## src/rtl/alu_share_arbiter.sv

```systemverilog
// Round-robin front end that time-shares one ALU between two requesters.
// Operands are registered, held for SETTLE cycles, then the result is sampled and returned.
module alu_share_arbiter #(
  parameter int unsigned WIDTH  = 64,
  parameter int unsigned SETTLE = 2
) (
  input  logic             clk,
  input  logic             rst_n,
  input  logic [1:0]       req_valid,
  output logic [1:0]       req_ready,
  input  logic [WIDTH-1:0] a0,
  input  logic [WIDTH-1:0] b0,
  input  logic [3:0]       op0,
  input  logic [WIDTH-1:0] a1,
  input  logic [WIDTH-1:0] b1,
  input  logic [3:0]       op1,
  output logic [1:0]       rsp_valid,
  output logic [WIDTH-1:0] rsp_out,
  output logic             rsp_zero,
  output logic             busy,
  output logic [WIDTH-1:0] alu_a,
  output logic [WIDTH-1:0] alu_b,
  output logic [3:0]       alu_op,
  input  logic [WIDTH-1:0] alu_out,
  input  logic             alu_zero
);

  localparam logic [3:0] CntLast = 4'(SETTLE - 1);

  typedef enum logic [1:0] {StIdle, StIssue, StResp} state_e;

  state_e           state_q, state_d;
  logic [3:0]       cnt_q, cnt_d;
  logic             id_q, id_d;
  logic             last_q, last_d;
  logic [WIDTH-1:0] alu_a_q, alu_a_d;
  logic [WIDTH-1:0] alu_b_q, alu_b_d;
  logic [3:0]       alu_op_q, alu_op_d;
  logic [WIDTH-1:0] rsp_out_q, rsp_out_d;
  logic             rsp_zero_q, rsp_zero_d;
  logic [1:0]       grant;

  // On a tie, the requester that did not win last time gets the grant.
  always_comb begin
    grant = 2'b00;
    if (state_q == StIdle) begin
      if (req_valid == 2'b11) begin
        grant = last_q ? 2'b01 : 2'b10;
      end else begin
        grant = req_valid;
      end
    end
  end

  always_comb begin
    state_d    = state_q;
    cnt_d      = cnt_q;
    id_d       = id_q;
    last_d     = last_q;
    alu_a_d    = alu_a_q;
    alu_b_d    = alu_b_q;
    alu_op_d   = alu_op_q;
    rsp_out_d  = rsp_out_q;
    rsp_zero_d = rsp_zero_q;
    unique case (state_q)
      StIdle: begin
        if (grant != 2'b00) begin
          state_d = StIssue;
          cnt_d   = 4'd0;
          id_d    = grant[1];
          last_d  = grant[1];
          if (grant[1]) begin
            alu_a_d  = a1;
            alu_b_d  = b1;
            alu_op_d = op1;
          end else begin
            alu_a_d  = a0;
            alu_b_d  = b0;
            alu_op_d = op0;
          end
        end
      end
      StIssue: begin
        if (cnt_q == CntLast) begin
          state_d    = StResp;
          rsp_out_d  = alu_out;
          rsp_zero_d = alu_zero;
        end else begin
          cnt_d = cnt_q + 4'd1;
        end
      end
      StResp: begin
        state_d = StIdle;
      end
      default: begin
        state_d = StIdle;
      end
    endcase
  end

  always_ff @(posedge clk or negedge rst_n) begin
    if (!rst_n) begin
      state_q    <= StIdle;
      cnt_q      <= 4'd0;
      id_q       <= 1'b0;
      last_q     <= 1'b1;
      alu_a_q    <= '0;
      alu_b_q    <= '0;
      alu_op_q   <= 4'd0;
      rsp_out_q  <= '0;
      rsp_zero_q <= 1'b0;
    end else begin
      state_q    <= state_d;
      cnt_q      <= cnt_d;
      id_q       <= id_d;
      last_q     <= last_d;
      alu_a_q    <= alu_a_d;
      alu_b_q    <= alu_b_d;
      alu_op_q   <= alu_op_d;
      rsp_out_q  <= rsp_out_d;
      rsp_zero_q <= rsp_zero_d;
    end
  end

  assign req_ready = grant;
  assign rsp_valid = (state_q == StResp) ? {id_q, ~id_q} : 2'b00;
  assign busy      = (state_q != StIdle);
  assign alu_a     = alu_a_q;
  assign alu_b     = alu_b_q;
  assign alu_op    = alu_op_q;
  assign rsp_out   = rsp_out_q;
  assign rsp_zero  = rsp_zero_q;

endmodule

```

## config.mk

```make
export PLATFORM = sky130hd
export DESIGN_NAME = alu_share_arbiter
export DESIGN_NICKNAME = d
export VERILOG_FILES = /design/src/rtl/alu_share_arbiter.sv
export SDC_FILE = /design/constraint.sdc
export NUM_CORES = 1
export LEC_CHECK = 0
export BUFFER_PORTS_ARGS = -buffer_cell sky130_fd_sc_hd__buf_2
export CAP_MARGIN = 20
export CORE_AREA = 5 5 207 209
export DETAILED_ROUTE_END_ITERATION = 12
export DIE_AREA = 0 0 212 214
export GPL_ROUTABILITY_DRIVEN = 0
export PLACE_DENSITY = 0.53
export SYNTH_ARGS = -nofsm -noshare
export SYNTH_HDL_FRONTEND = slang
export SYNTH_SLANG_ARGS = --single-unit
```

## constraint.sdc

```tcl
create_clock -name clk -period 3.8 [get_ports clk]
set_input_delay 0.76 -clock clk [delete_from_list [all_inputs] [get_ports clk]]
set_output_delay 0.76 -clock clk [all_outputs]
set_load 0.02 [all_outputs]
```

==> metrics.md, run 1 <==
| Metric | Value |
|---|---|
| CORE AREA | 40650 um2 |
| Final WL | 40240 um |
| Antenna violations before repair | 7 |
| Pin count of the biggest net entering global routing | 136 |
| CTS tree | done |
| Row Count | 74 |
| IO buf count | 534 |
| Grt ovf | 0 |
| Outcome | complete, no violations |
| Clock period minus worst slack | 2706 ps |
| Clock root cell | clkbuf_16 |
| WP data arrival | 1950 ps |
| Flop and latch count out of synthesis | 205 |
| Unrepaired setup endpoints after global routing | false |
| Post-CTS Resized | 0 |
| Library cells used by synthesis | 31 |
| VDD IR max | 709.3 uV |
| Fill cell count | 4221 |
| Area Growth Syn to Fin | 39.80% |
| CTS H-tree depth | 1 |
| Number of global-route vias before repair | 10320 |
| Yosys top cell by area | dfrtp_1 |
| Fin Clk Skew | 10.37 ps |
| Clk Latency, worst-skew pair | 540 ps |
| Avg WL per Cell | 20.51 um |
| Clock transition at the registers of the reported paths | 60 ps |
| Total setup buffers inserted after CTS | 0 |
| DP HPWL | 27350 um |
| Post-DRT Antenna Nets | 0 |
| Max_cap viols | 0 |
| Ys Warns | 0 |
| Die extent in y | 214 um |
| Proportion of layout cells with a drive suffix above 1 | 0.4457 |
| DIE WIDTH | 212 um |
| Slew Viols, Final | 0 |
| Critical setup path kind | flip-flop to primary output |
| Synth top area cells | dfrtp_1, o2111ai_1, o211ai_1, o21ai_0, mux2_4 |
| DRC viols | 0 |
| Worst Setup Start Kind | flip-flop |
| TritonRoute pass-1 iters | 5 |
| Hold Buf Count CTS | 0 |
| Measured slew at the worst slew-check pin | 942.2 ps |
| Maximum clock insertion buffer count | 3 |
| Worst path required time | 3040 ps |
| Post-Syn Area | 10010 um2 |
| Top cell type's share of synthesized area | 0.5101 |
| Fin nets | 1746 |
| Tcrit/Tclk final | 0.7122 |
| Tot GR Track Use | 0.1657 |
| Die area | 45370 um2 |
| # IOs | 535 |
| TNS Setup | 0 ps |
| Synthesized area per cell | 10.63 um2 |
| Leakage | 6.881 nW |
| CTS Buf Count | 26 |
| Net Count, Synth | 1276 |
| Worst Path Max Fanout | 26 |
| Register area share after synthesis | 0.5128 |
| Via count | 9758 |
| DR vias/cell | 4.973 |
| # clock sinks | 205 |
| PwrDens | 893.5 nW/um2 |
| Final Hold Vio Count | 0 |
| Slew HR | 0.3719 |
| Fmax | 369.5 MHz |
| Hold slack | 142.5 ps |
| Cells after synthesis | 941 |
| First-pass GRT wire length | 61320 um |
| Worst hold path type | input port to asynchronous set/reset pin |
| Starting Density | 0.2462 |
| Worst setup EP type | primary output |
| 1st-iter DRT viols | 722 |
| Setup violations, final | 0 |
==> area by class of cell <==
class | count | area [um2] | area share
diodes | 3 | 7.507 | 0.0005366
clock buffers | 38 | 765.7 | 0.05474
clock inverters | 6 | 66.31 | 0.004740
inverters | 139 | 526.8 | 0.03765
multi-input cells | 490 | 3919 | 0.2801
flip-flops and latches | 205 | 5135 | 0.3671
well taps | 532 | 665.6 | 0.04758
repair buffers | 549 | 2904 | 0.2076
==> metrics by stage <==
stage                     total power [mW]  setup slack [ps]    util  instances  area [um2]
after floorplan                      7.866              1495       -        941       10010
after global placement               10.08              1356  0.3228       1914       13120
after detailed placement             10.17              1336  0.3228       1914       13120
after CTS                            12.66              1005  0.3433       1958       13950
after global routing                 13.24             953.9  0.3441       1961       13990
final                                12.50              1094  0.3442       1962       13990
==> layout by cell type (no fill, tap or decap), types with 2 or more instances in the layout <==
cell type	synthesis	layout
buf_2	13	532
dfrtp_1	204	204
inv_1	136	136
o21ai_0	134	134
o2111ai_1	132	132
o211ai_1	132	132
mux2_4	39	39
mux2_1	26	26
clkbuf_16	0	26
clkbuf_8	0	8
buf_4	0	8
buf_12	0	7
clkbuf_1	76	5
clkinv_2	0	4
diode_2	0	3
nand2_1	4	3
nor2_4	1	2
inv_4	0	2
nor3b_1	2	2
a21oi_1	2	2
nand4b_1	2	2
o22ai_1	2	2
a21o_1	2	2
ha_1	2	2
==> power breakdown <==
part / leakage, nW / switching [mW] / internal [mW]
registers: 2.49 / 0.612 / 3.30
logic: 3.98 / 3.95 / 2.22
clock network: 0.413 / 0.971 / 1.45
total: 6.88 / 5.53 / 6.97
==> sequential cells by signal, summed over array words and instances (netlist names) <==
signal,flops
rsp_out,64
rsp_zero,1
state_q,2
alu_b,64
alu_a,64
last_q,1
cnt_q,4
id_q,1
alu_op,4
==> worst max-delay path, stage by stage (launching register included) <==
cell     delay [ps]
dfstp_4         800
inv_1            70
a21oi_1         300
buf_2           240
==> cells in the mapped netlist <==
| master | number |
|---|---|
| and2b_1 | 1 |
| nand2_1 | 4 |
| nor2_4 | 1 |
| nand3_2 | 1 |
| a41oi_1 | 1 |
| buf_6 | 5 |
| o2111ai_1 | 132 |
| mux2_1 | 26 |
| o221ai_1 | 1 |
| o22ai_1 | 2 |
| ha_1 | 2 |
| dfrtp_1 | 204 |
| nor2_2 | 1 |
| o211ai_1 | 132 |
| nand4_1 | 1 |
| inv_1 | 136 |
| a21o_1 | 2 |
| mux2_4 | 39 |
| dfstp_2 | 1 |
| nor3b_1 | 2 |
| inv_2 | 3 |
| o21ai_0 | 134 |
| a21oi_1 | 2 |
| nand4b_1 | 2 |
| buf_2 | 13 |
| and3b_1 | 1 |
| buf_1 | 13 |
| nand2b_1 | 1 |
| or3b_2 | 1 |
| mux2i_1 | 1 |
| clkbuf_1 | 76 |
==> routing by layer <==
| layer | vias to the layer above | track usage | share of wire |
|---|---|---|---|
| met4 | 10 | 0.04660 | 0.024 |
| met1 | 4756 | 0.2055 | 0.40 |
| met5 | - | 0 | 0.0019 |
| li1 | 4488 | - | - |
| met3 | 66 | 0.04550 | 0.089 |
| met2 | 438 | 0.2824 | 0.49 |
==> logic make-up after synthesis <==
kind of cell / share of synthesized area
compound gates: 0.2871
mux: 0.08877
fa+ha+maj: 0.002500
flops: 0.5128
simple gates: 0.01125
buf+inv: 0.09765
==> path summary, 6_finish.rpt <==
check	start	endpoint	slack (ps)	cells past startpoint
max in group asynchronous	rst_n	alu_b[16]	2770	2
hold / removal	rst_n	alu_a[13]	140	1
setup / recovery	last_q	req_ready[0]	1090	3
hold reg to reg	rsp_out[2]	rsp_out[2]	480	1
min in group clk	alu_out[22]	rsp_out[22]	430	2
setup reg to reg	cnt_q[1]	rsp_out[0]	1580	6
(Power assumes the default switching activity.)
==> run 2, diff against run 1 <==
CORE_AREA = 5 5 204 206   (was 5 5 207 209)
DIE_AREA = 0 0 209 211   (was 0 0 212 214)
PLACE_DENSITY = 0.56   (was 0.53)
clock period = 2.2 ns   (was 3.8 ns; I/O delays follow)
==> run 2 against run 1 <==
Non-clock buffer count is 13 higher. Core utilization is 1.4 points higher. Critical endpoint is now req_ready[1]. Clock power is 66% higher. Largest power group unchanged.
==> metrics.md, run 2 (synthesis results as in run 1) <==
| Metric | Value |
|---|---|
| Via count | 9830 (+0.74%) |
| CORE AREA | 39460 um2 (-2.9%) |
| DRC viols | 0 (unchanged) |
| Most used cell, CP | buf_4 |
| CTS Buf Count | 25 (-3.8%) |
| Post-DRT Antenna Nets | 0 (unchanged) |
| Avg WL per Cell | 20.02 um (-2.4%) |
| WL met2 | 19720 um (+0.34%) |
| Die area | 44100 um2 (-2.8%) |
| Final Hold Vio Count | 0 (unchanged) |
| Grt ovf | 0 (unchanged) |
| Commonest cells after routing, fill and taps aside | buf_2, dfrtp_1, inv_1 |
| VDD IR max | 712.3 uV (+0.42%) |
| Worst hold path type | input port to flip-flop |
| Hold slack | 110.3 ps (-32.20 ps) |
| Maximum clock insertion buffer count | 3 (unchanged) |
| Worst path required time | 1760 ps (-1280 ps) |
| Clock period minus worst slack | 2043 ps |
| Number of global-route vias before repair | 10010 (-3.0%) |
| Tcrit/Tclk final | 0.9287 |
| Outcome | complete, no violations |
| Pin count of the biggest net entering global routing | 83 (-39%) |
| Fin nets | 1758 (+0.69%) |
| # clock sinks | 205 (unchanged) |
| # IOs | 535 (unchanged) |
| Max incr delay on CP | 430 ps (-370 ps) |
| IO buf count | 534 (unchanged) |
| Tot GR Track Use | 0.1658 (about the same) |
| Max_cap viols | 0 (unchanged) |
| Unrepaired setup endpoints after global routing | false |
| TNS Setup | 0 ps (unchanged) |
| Antenna violations before repair | 2 (-5) |
| Worst Path Max Fanout | 4 (-85%) |
| Slew Viols, Final | 0 (unchanged) |
| Clock root cell | clkbuf_16 |
| DR vias/cell | 5.008 (+0.69%) |
| Commonest non-fill, non-tap cell in the layout | buf_2 |
| WP data arrival | 1600 ps (-350 ps) |
| Starting Density | 0.2536 (+0.007417) |
| CTS tree | done |
| DP HPWL | 27630 um (+1.0%) |
| CTS H-tree depth | 1 (unchanged) |
| Final WL | 39290 um (-2.4%) |
| Clk Latency, worst-skew pair | 540 ps (about the same) |
| Post-Place Cell Area | 13270 um2 (+1.1%) |
| Area Growth Syn to Fin | 41.06% |
| FF-to-FF setup slack | 250 ps (-1330 ps) |
| Die extent in y | 211 um (-1.4%) |
| Uppermost routed layer | met5 |
| 1st-iter DRT viols | 894 (+24%) |
| Measured slew at the worst slew-check pin | 693.6 ps (-248.6 ps) |
| Fin Clk Skew | 29.79 ps (+19.42 ps) |
| Clock transition at the registers of the reported paths | 60 ps (about the same) |
| Slowest cell on crit path | dfrtp_2 |
| First-pass GRT wire length | 59910 um (-2.3%) |
| Setup violations, final | 0 (unchanged) |
| DIE WIDTH | 209 um (-1.4%) |
| Row Count | 73 (-1.4%) |
| Routed wl met3 | 3183 um (-11%) |
| Fmax | 489.4 MHz |
| Worst Setup Start Kind | flip-flop |
| TritonRoute pass-1 iters | 5 (unchanged) |
| Critical setup path kind | flip-flop to primary output |
| Worst setup EP type | primary output |
| Slew HR | 0.5376 (+0.1657) |
| Proportion of layout cells with a drive suffix above 1 | 0.4530 (+0.007337) |
| Worst-path cell chain | nor2_4 -> buf_4 -> nand3_4 -> inv_2 -> buf_4 |
| PwrDens | 1534 nW/um2 (+72%) |
| Leakage | 6.949 nW (+0.98%) |
| Met1 Wirelength | 15540 um (-2.7%) |
| Final Instance Area | 14120 um2 (+0.90%) |
-- run 2: timing repair --
| item | CTS | global route |
|---|---|---|
| setup endpoints to repair | 2 | 3 |
| pin swaps | 1 | 1 |
| hold buffers | 1 | 0 |
| buffers inserted | 3 | 1 |
| gates resized for setup | 4 | 0 |
| hold endpoints to repair | 26 | 0 |
-- run 2: critical path: cells and delay by family, from the launching register on --
kind / cells / cell delay, ps
flip-flops: 1 / 430
buffers and inverters: 3 / 380
AND/OR/NAND/NOR: 2 / 260
-- run 2: final timing paths --
| check | endpoint | from | cells after the start |
|---|---|---|---|
| min in group asynchronous | alu_a[30] | rst_n | 2 |
| hold / removal | rsp_out[15] | alu_out[15] | 2 |
| max in group asynchronous | last_q | rst_n | 3 |
| setup reg to reg | rsp_out[63] | cnt_q[1] | 6 |
| setup / recovery | req_ready[1] | state_q[1] | 5 |
| hold reg to reg | rsp_out[2] | rsp_out[2] | 1 |
-- run 2: per-layer routing --
metal / vias to the layer above / track usage
met5: - / 0
met4: 2 / 0.04455
met2: 502 / 0.2813
li1: 4489 / -
met1: 4784 / 0.2149
met3: 53 / 0.03713
-- run 2: through the flow --
step / utilization / total power, mW / setup slack (ps) / std cells
after floorplan: - / 13.59 / 215.1 / 941
after detailed placement: 0.3363 / 17.66 / 277.9 / 1916
after global routing: 0.3578 / 22.98 / 53.81 / 1963
after CTS: 0.3575 / 21.86 / 8.368 / 1961
after global placement: 0.3363 / 17.51 / 302.3 / 1916
final: 0.3578 / 21.65 / 156.8 / 1963
-- run 2: layout make-up --
type	instances	area (um2)
Antenna cell	1	2.502
Clock buffer	33	725.7
Clock inverter	8	71.32
Fill cell	4020	25340
Inverter	139	526.8
Multi-Input combinational cell	490	3919
Sequential cell	205	5137
Tap cell	525	656.9
Timing Repair Buffer	562	3077
-- run 2: power breakdown --
group / switching (mW) / total, mW / leakage, nW / internal [mW]
registers: 1.01 / 6.71 / 2.49 / 5.70
logic: 6.88 / 10.9 / 4.06 / 4.05
clock network: 1.61 / 4.02 / 0.398 / 2.41
total: 9.50 / 21.7 / 6.95 / 12.2
